**src/rtl/mix_columns_seq.sv**
```systemverilog
// Sequential AES MixColumns/InvMixColumns engine, COLS_PER_CYCLE columns per RUN beat.
// Define MIXCOL_INV_EN to honour in_inv and build the inverse-matrix datapath.
module mix_columns_seq #(
    parameter int unsigned COLS_PER_CYCLE = 1
) (
    input  logic         clk,
    input  logic         rst_n,
    input  logic         in_valid,
    output logic         in_ready,
    input  logic         in_inv,
    input  logic [127:0] data_in,
    output logic         out_valid,
    input  logic         out_ready,
    output logic [127:0] data_out,
    output logic         busy
);

    localparam int unsigned N      = (COLS_PER_CYCLE == 0) ? 1 : 4 / COLS_PER_CYCLE;
    localparam int unsigned BEAT_W = (N > 1) ? $clog2(N) : 1;
    localparam logic [BEAT_W-1:0] LAST = BEAT_W'(N - 1);

    if (COLS_PER_CYCLE != 1 && COLS_PER_CYCLE != 2 && COLS_PER_CYCLE != 4) begin : g_bad_cfg
        $error("mix_columns_seq: COLS_PER_CYCLE must be 1, 2 or 4");
    end

    typedef enum logic [1:0] {IDLE, RUN, DONE} state_t;

    state_t              state;
    logic [127:0]        st;
    logic [127:0]        st_next;
    logic [BEAT_W-1:0]   beat;

    function automatic logic [7:0] xt(input logic [7:0] b);
        return {b[6:0], 1'b0} ^ (b[7] ? 8'h1b : 8'h00);
    endfunction

    function automatic logic [31:0] fwd_col(input logic [31:0] c);
        logic [7:0] a0, a1, a2, a3;
        {a0, a1, a2, a3} = c;
        return {xt(a0) ^ xt(a1) ^ a1 ^ a2 ^ a3,
                a0 ^ xt(a1) ^ xt(a2) ^ a2 ^ a3,
                a0 ^ a1 ^ xt(a2) ^ xt(a3) ^ a3,
                xt(a0) ^ a0 ^ a1 ^ a2 ^ xt(a3)};
    endfunction

`ifdef MIXCOL_INV_EN
    logic inv_q;

    // Each byte's x2/x4/x8 multiples are shared across the 09/0b/0d/0e products.
    function automatic logic [31:0] inv_col(input logic [31:0] c);
        logic [7:0] a [4];
        logic [7:0] m9 [4];
        logic [7:0] mb [4];
        logic [7:0] md [4];
        logic [7:0] me [4];
        logic [7:0] x2, x4, x8;
        {a[0], a[1], a[2], a[3]} = c;
        for (int unsigned i = 0; i < 4; i++) begin
            x2    = xt(a[i]);
            x4    = xt(x2);
            x8    = xt(x4);
            m9[i] = x8 ^ a[i];
            mb[i] = x8 ^ x2 ^ a[i];
            md[i] = x8 ^ x4 ^ a[i];
            me[i] = x8 ^ x4 ^ x2;
        end
        return {me[0] ^ mb[1] ^ md[2] ^ m9[3],
                m9[0] ^ me[1] ^ mb[2] ^ md[3],
                md[0] ^ m9[1] ^ me[2] ^ mb[3],
                mb[0] ^ md[1] ^ m9[2] ^ me[3]};
    endfunction
`else
    logic unused_inv;
    assign unused_inv = in_inv;
`endif

    // Only the COLS_PER_CYCLE columns addressed by beat pass through the matrix logic.
    always_comb begin
        int unsigned idx;
        logic [31:0] col;
        st_next = st;
        idx     = 0;
        col     = '0;
        for (int unsigned j = 0; j < COLS_PER_CYCLE; j++) begin
            idx = 32'(beat) * COLS_PER_CYCLE + j;
            col = st[127 - 32*idx -: 32];
`ifdef MIXCOL_INV_EN
            st_next[127 - 32*idx -: 32] = inv_q ? inv_col(col) : fwd_col(col);
`else
            st_next[127 - 32*idx -: 32] = fwd_col(col);
`endif
        end
    end

    assign in_ready = (state == IDLE) || ((state == DONE) && out_ready);
    assign data_out = st;

    always_ff @(posedge clk or negedge rst_n) begin
        if (!rst_n) begin
            state     <= IDLE;
            st        <= '0;
            beat      <= '0;
            busy      <= 1'b0;
            out_valid <= 1'b0;
`ifdef MIXCOL_INV_EN
            inv_q     <= 1'b0;
`endif
        end else begin
            case (state)
                IDLE: begin
                    if (in_valid) begin
                        st    <= data_in;
                        beat  <= '0;
                        busy  <= 1'b1;
                        state <= RUN;
`ifdef MIXCOL_INV_EN
                        inv_q <= in_inv;
`endif
                    end
                end
                RUN: begin
                    st <= st_next;
                    if (beat == LAST) begin
                        beat      <= '0;
                        busy      <= 1'b0;
                        out_valid <= 1'b1;
                        state     <= DONE;
                    end else begin
                        beat <= beat + BEAT_W'(1);
                    end
                end
                DONE: begin
                    if (out_ready) begin
                        out_valid <= 1'b0;
                        // Output and input handshakes share this edge: reload with no bubble.
                        if (in_valid) begin
                            st    <= data_in;
                            beat  <= '0;
                            busy  <= 1'b1;
                            state <= RUN;
`ifdef MIXCOL_INV_EN
                            inv_q <= in_inv;
`endif
                        end else begin
                            state <= IDLE;
                        end
                    end
                end
                default: state <= IDLE;
            endcase
        end
    end

endmodule
```
**config.mk**
```make
export PLATFORM = sky130hd
export DESIGN_NAME = mix_columns_seq
export DESIGN_NICKNAME = d
export VERILOG_FILES = /design/src/rtl/mix_columns_seq.sv
export SDC_FILE = /design/constraint.sdc
export NUM_CORES = 1
export LEC_CHECK = 0
export CAP_MARGIN = 30
export CORE_ASPECT_RATIO = 0.9
export CORE_UTILIZATION = 47
export DETAILED_ROUTE_END_ITERATION = 16
export PLACE_DENSITY = 0.82
export SLEW_MARGIN = 20
export SYNTH_ARGS = -nofsm -noshare
export SYNTH_HDL_FRONTEND = slang
export SYNTH_SLANG_ARGS = --single-unit
```
**constraint.sdc**
```tcl
create_clock -name clk -period 2.89 [get_ports clk]
set_clock_uncertainty 0.1 [all_clocks]
set_input_delay 0.578 -clock clk [delete_from_list [all_inputs] [get_ports clk]]
set_output_delay 0.578 -clock clk [all_outputs]
set_load 0.02 [all_outputs]
```
==> metrics.yaml, run 1 <==
cp_data_arrival_time_ns: 2.98
wl_um: 27500
required_ns: 3.12
cp_top_family: "XOR/XNOR gates"
period_needed_ns: 2.74
htreeDepth: 4
finalCritPeriodShare: 0.949
dr.pass1.iters: 7
ys_ff_latch: 134
crit_end: "data_out[97]$_DFFE_PN0P_"
clock_latency_ns: 0.42
grt_pass1_wl_um: 42300
ctsHoldBuffers: 0
rows: 45
worstPathCellList: "buf_12, mux4_2, xor2_1, xnor3_1, o221ai_1"
r2r_slack_ns: 0.15
path_max_fanout: 15
antenna_cells: 0
drc: 0
dpl.hpwl_um: 19600
syn-cell-area_sq_um: 8050
grt_pass1_vias: 7522
maxCapViolCount: 0
cts.sinks: 134
viasPerCell: 6.22
path_buf_inv: 1
busiest_layer: "met2"
synth_cell_types: 35
post-cts-setup-buffer-count: 0
area_delta_synth_final_pct: 43.7
endpoint_kind: "register"
antenna_found_initial: 0
min_path_type: "input pin to asynchronous set/reset pin"
use_met1: 0.429
setup.worst_path.start: "beat[0]$_DFFE_PN0P_"
io_buffers: 262
yosysWarningCount: 0
critical_path.slowest_cell: "mux4_2"
drive_above_1_share: 0.112
place.gp.congestion: 0.869
synth_area_per_cell_sq_um: 11.1
fin_util: 0.687
cts_buffer_depth: 2
drt_iter0_markers: 607
r2r-start: "beat[0]$_DFFE_PN0P_"
max_clock_freq_mhz: 365
path_class: "register to register"
hold_viol: 0
status: "completed"
syn_nets: 865
nNetsFinal: 1109
cts-buffers-inserted: 17
met2_usage: 0.515
io_pins: 264
syn_inst: 728
cp.depth: 5
rsz0062_at_grt: "no"
postRouteAntennaNets: 0
slowest_delay_ns: 0.64
grt_max_degree: 66
cts_tree: "done"
die_w_um: 140
tns_ns: 0
initial_core_util: 0.478
startpoint_type: "register"
cts-resized-gates: 0
maxSlewViolCount: 0
via_count: 7424
fp.coreArea_sq_um: 16800
setup_viol: 0
clkTransAtPathRegs_ns: 0.06
gr-usage-met3: 0.0650
reg2reg_depth: 5
r2r-end: "data_out[97]$_DFFE_PN0P_"
cts-root-buf: "clkbuf_16"
die-area_sq_um: 17700
synthArstFlopShare: 1.00
ys_seq_area_frac: 0.417
grt-ovfl-total: 0
die_h_um: 126
max_slew_margin: 0.505
worst_slew_pin_slew_ns: 0.740
grtUsageTotal: 0.319
synth_edf_count: 0
synth_top_flop_cell: "dfrtp_1"
wire_per_inst_um: 23.0
## how the worst min path moves through the flow
stage	from	to	slack, ns
2_1_floorplan	rst_n	beat[0]$_DFFE_PN0P_	0.18
3_3_place_gp	data_out[55]$_DFFE_PN0P_	data_out[55]$_DFFE_PN0P_	0.39
3_5_place_dp	data_out[90]$_DFFE_PN0P_	data_out[90]$_DFFE_PN0P_	0.40
4_1_cts	rst_n	data_out[120]$_DFFE_PN0P_	0.07
5_1_grt	rst_n	data_out[87]$_DFFE_PN0P_	0.1
6_report	rst_n	data_out[120]$_DFFE_PN0P_	0.05
## per-stage QoR
step	std cells	instance area (sq um)	worst slack, ns	hold WS [ns]
2_1_floorplan	728	8050	0.498	0.182
3_3_place_gp	1163	11000	0.280	0.389
3_5_place_dp	1163	11000	0.234	0.398
4_1_cts	1193	11500	0.181	0.0737
5_1_grt	1194	11600	0.0785	0.0976
6_report	1194	11600	0.147	0.0523
## worst register-to-register path, delay by kind of cell, from the launching register on
kind	cells	cell delay, ns
buffers and inverters	1	0.19
xor gates and xnor gates	2	1.07
DFF	1	0.40
AOI/OAI and AO/OA	1	0.25
muxes	1	0.65
## per-layer routing
layer / routed length (um) / share of wire
met2: 13200 / 0.48
met5: 0 / 0
met4: 639 / 0.023
met1: 11100 / 0.41
met3: 2530 / 0.092
## synthesized netlist by cell type (2+ instances only)
cell type  instances  area (sq um)
xnor2_1            3          26.3
nand2b_1           3          18.8
nor2b_1            2          12.5
buf_4              3          22.5
mux4_2            32           721
xnor2_2            5          81.3
dfrtp_1          134          3350
o221ai_1         124          1090
a32oi_1            3          26.3
nor2_1             3          11.3
o221ai_2           4          60.1
buf_2              4          20.0
xor2_2             4          65.1
xor2_1            17           149
o21ai_0            4          20.0
ha_1               4          50.1
a21oi_1            4          20.0
inv_1              2          7.51
nand4_1            2          12.5
xnor3_1           42           946
nand2_1          260           976
nand3_1            2          10.0
clkbuf_1          55           206
## cell usage in the layout (no fill, tap or decap), drive strengths merged
cell type      synthesis  layout
and3b                  1       1
a32oi                  3       3
clkdlybuf4s50          0     261
clkinv                 1       5
xnor3                 43      43
nand3                  2       2
inv                    2       2
nor3                   1       1
dfrtp                134     134
o21ai                  4       4
nand2b                 3       3
o21bai                 1       1
and2                   1       1
xor2                  21      21
nand2                260     260
a31oi                  1       1
buf                    9      28
nor2                   3       3
clkbuf                55      26
nor2b                  2       2
o221ai               128     128
ha                     4       4
nand4                  2       2
mux4                  32      32
a21oi                  4       4
mux2i                  1       1
xor3                   1       1
xnor2                  9       9
## state kept, by name (all words and copies together) (netlist names)
register   flops
state          2
out_valid      1
busy           1
beat           2
data_out     128
## cell families (layout without fill, tap and decap cells)
family                   Yosys count  in the layout  synth area share
AND/OR/NAND/NOR                  275            275             0.132
adder cells (fa/ha/maj)            4              4           0.00622
XOR/XNOR                          74             74             0.167
AO/OA/AOI/OAI                    141            141             0.152
buffers and inverters             67            322            0.0356
flip-flops                       134            134             0.417
multiplexers                      33             33            0.0908
## cell type report
class                           instances  area (sq um)
Sequential cell                       134          3360
Timing Repair Buffer                  289          2910
Clock inverter                          4          20.0
Multi-Input combinational cell        527          4500
Tap cell                              211           264
Inverter                                3          11.3
Clock buffer                           26           509
Fill cell                            1195          5270
Power of run 1 is left out: the tool's default activity adds up to more than one toggle a clock period on the data nets, which glitch-free logic cannot reach.
==> inputs of run 2 (changes only) <==
Settings changed: ABC_AREA set to 1, CORE_UTILIZATION 47 to 50, PLACE_DENSITY 0.82 to 0.81.
==> metrics.yaml, run 2 <==
status: "completed"
syn_nets: 1845  # +110%
cts.sinks: 134  # unchanged
synth_cell_types: 26  # -26%
min_path_type: "input pin to asynchronous set/reset pin"
area_delta_synth_final_pct: 33.6
grt_pass1_wl_um: 62200  # +47%
wl_um: 39700  # +44%
tns_ns: 0  # unchanged
grt-ovfl-total: 0  # unchanged
worst_slew_pin_slew_ns: 0.654  # -0.0862 ns
die-area_sq_um: 21600  # +22%
r2r-start: "beat[0]$_DFFE_PN0P_"
endpoint_kind: "register"
max_clock_freq_mhz: 382  # +4.8%
rows: 49  # +8.9%
grtUsageTotal: 0.371  # +0.0516
synth.area.top_cells: "dfrtp_1 (32%), nand2_1 (26%), nand3_1 (9.0%), a21oi_1 (7.9%), inv_1 (6.5%)"
cts_tree: "done"
cts-buffers-inserted: 17  # unchanged
path_class: "register to register"
path_max_fanout: 33  # +18
cp_data_arrival_time_ns: 2.87  # -0.11 ns
die_h_um: 140  # +11%
wire_per_inst_um: 17.9  # -22%
yosysMostFrequentCell: "nand2_1"
ctsHoldBuffers: 0  # unchanged
ys_ff_latch: 134  # unchanged
finalCritPeriodShare: 0.906  # -0.0435
ys_seq_area_frac: 0.319  # -0.0973
maxCapViolCount: 0  # unchanged
reg2reg_depth: 12  # +7
setup.worst_path.start: "beat[0]$_DFFE_PN0P_"
viasPerCell: 5.66  # -9.0%
crit_end: "data_out[45]$_DFFE_PN0P_"
setup_viol: 0  # unchanged
required_ns: 3.14  # +0.02 ns
drive_above_1_share: 0.0562  # -0.0557
place.gp.congestion: 0.954  # +9.8%
syn_inst: 1708  # +130%
grt_pass1_vias: 11657  # +55%
grt_max_degree: 86  # +30%
post-cts-setup-buffer-count: 0  # unchanged
r2r-end: "data_out[45]$_DFFE_PN0P_"
largest_reg_flops: 128  # unchanged
cts-root-buf: "clkbuf_16"
cts-resized-gates: 0  # unchanged
drc: 0  # unchanged
mostFrequentLayoutCells: "nand2_1 (729), clkdlybuf4s50_1 (261), nand3_1 (188)"
synth_area_per_cell_sq_um: 6.15  # -44%
synth_common_cells: "nand2_1 (729), nand3_1 (188), inv_1 (181), a21oi_1 (165), dfrtp_1 (134)"
fp.coreArea_sq_um: 20300  # +21%
startpoint_type: "register"
htreeDepth: 4  # unchanged
synth_top_area_frac: 0.319  # -0.0973
dr.pass1.iters: 8  # +1
die_w_um: 155  # +11%
initial_core_util: 0.518  # +0.0395
via_count: 12573  # +69%
postRouteAntennaNets: 0  # unchanged
synth_top_flop_cell: "dfrtp_1"
hold_ws_ns: 0.0421  # -0.0102 ns
rsz0062_at_grt: "no"
r2r_slack_ns: 0.27  # +0.13 ns
synth_edf_count: 0  # unchanged
synth.largest_area_cell: "dfrtp_1"
io_buffers: 262  # unchanged
cts_buffer_depth: 2  # unchanged
clock_latency_ns: 0.44  # +0.02 ns
synthArstFlopShare: 1.00  # unchanged
max_slew_margin: 0.564  # +0.0585
yosysWarningCount: 0  # unchanged
fin_util: 0.691  # +0.00417
antenna_found_initial: 1  # +1
nNetsFinal: 2065  # +86%
drt_iter0_markers: 1434  # +140%
syn-cell-area_sq_um: 10500  # +30%
setup_ws_ns: 0.273  # +0.126 ns
final_common_cell: "nand2_1"
hold_viol: 0  # unchanged
dpl.hpwl_um: 28600  # +45%
io_pins: 264  # unchanged
place_ws_ns: 0.289  # +0.0540 ns
clkTransAtPathRegs_ns: 0.07  # about the same
maxSlewViolCount: 0  # unchanged
period_needed_ns: 2.62  # -0.126 ns
==> run 2: cell types whose count changed after synthesis, sizes merged, moves of 84 or more <==
cell / before / now
o221ai: 128 / 0
a21oi: 4 / 165
a21boi: 0 / 84
inv: 2 / 191
nand3: 2 / 188
nand2: 260 / 752
==> run 2: per-stage QoR <==
stage                     instance area (sq um)  std cells
after global placement                    13400       2189
after global routing                      14000       2221
after floorplan                           10500       1708
after CTS                                 14000       2221
final                                     14000       2222
after detailed placement                  13400       2189
==> run 2: per-layer routing <==
metal | wire (um) | GRT usage | up-vias
li1 | - | - | 5928
met1 | 16200 | 0.500 | 5811
met2 | 18000 | 0.572 | 734
met3 | 4250 | 0.0944 | 98
met4 | 1230 | 0.143 | 2
met5 | 11 | 0 | -
==> run 2: worst max-delay path, cell delays in order, from the launching register on <==
cell and delay (ns):
dfrtp_4 0.53, inv_4 0.25, buf_12 0.24, nand2_1 0.08, nand3_1 0.11, nand2_1 0.15
inv_1 0.17, nand2_1 0.12, nand3_1 0.11, nand3_1 0.07, nand2_1 0.27, nand3_1 0.14
a21boi_1 0.18
==> run 2: how the worst min path moves through the flow <==
| stage | endpoint | start | slack (ns) |
|---|---|---|---|
| final | data_out[45]$_DFFE_PN0P_ | rst_n | 0.04 |
| after global routing | data_out[45]$_DFFE_PN0P_ | rst_n | 0.09 |
| after CTS | data_out[111]$_DFFE_PN0P_ | rst_n | 0.07 |
| after detailed placement | busy$_DFFE_PN0P_ | busy$_DFFE_PN0P_ | 0.37 |
| after global placement | busy$_DFFE_PN0P_ | busy$_DFFE_PN0P_ | 0.36 |
| after floorplan | beat[0]$_DFFE_PN0P_ | rst_n | 0.18 |
==> run 2: layout make-up <==
class | instances | area (sq um)
fillers | 1749 | 6260
multi-input cells | 1290 | 6000
inverters | 191 | 722
repair buffers | 294 | 3010
clock inverters | 13 | 135
flip-flops and latches | 134 | 3360
clock buffers | 19 | 443
well taps | 280 | 350
diodes | 1 | 2.50
==> run 2: cells by family after synthesis <==
group                      synth area share
and+or+nand+nor                       0.407
buffers and inverters                 0.112
AOI/OAI and AO/OA                     0.150
DFF                                   0.319
xor gates and xnor gates            0.00655
adders and majority gates           0.00476
Power of run 2 is left out for the same reason.
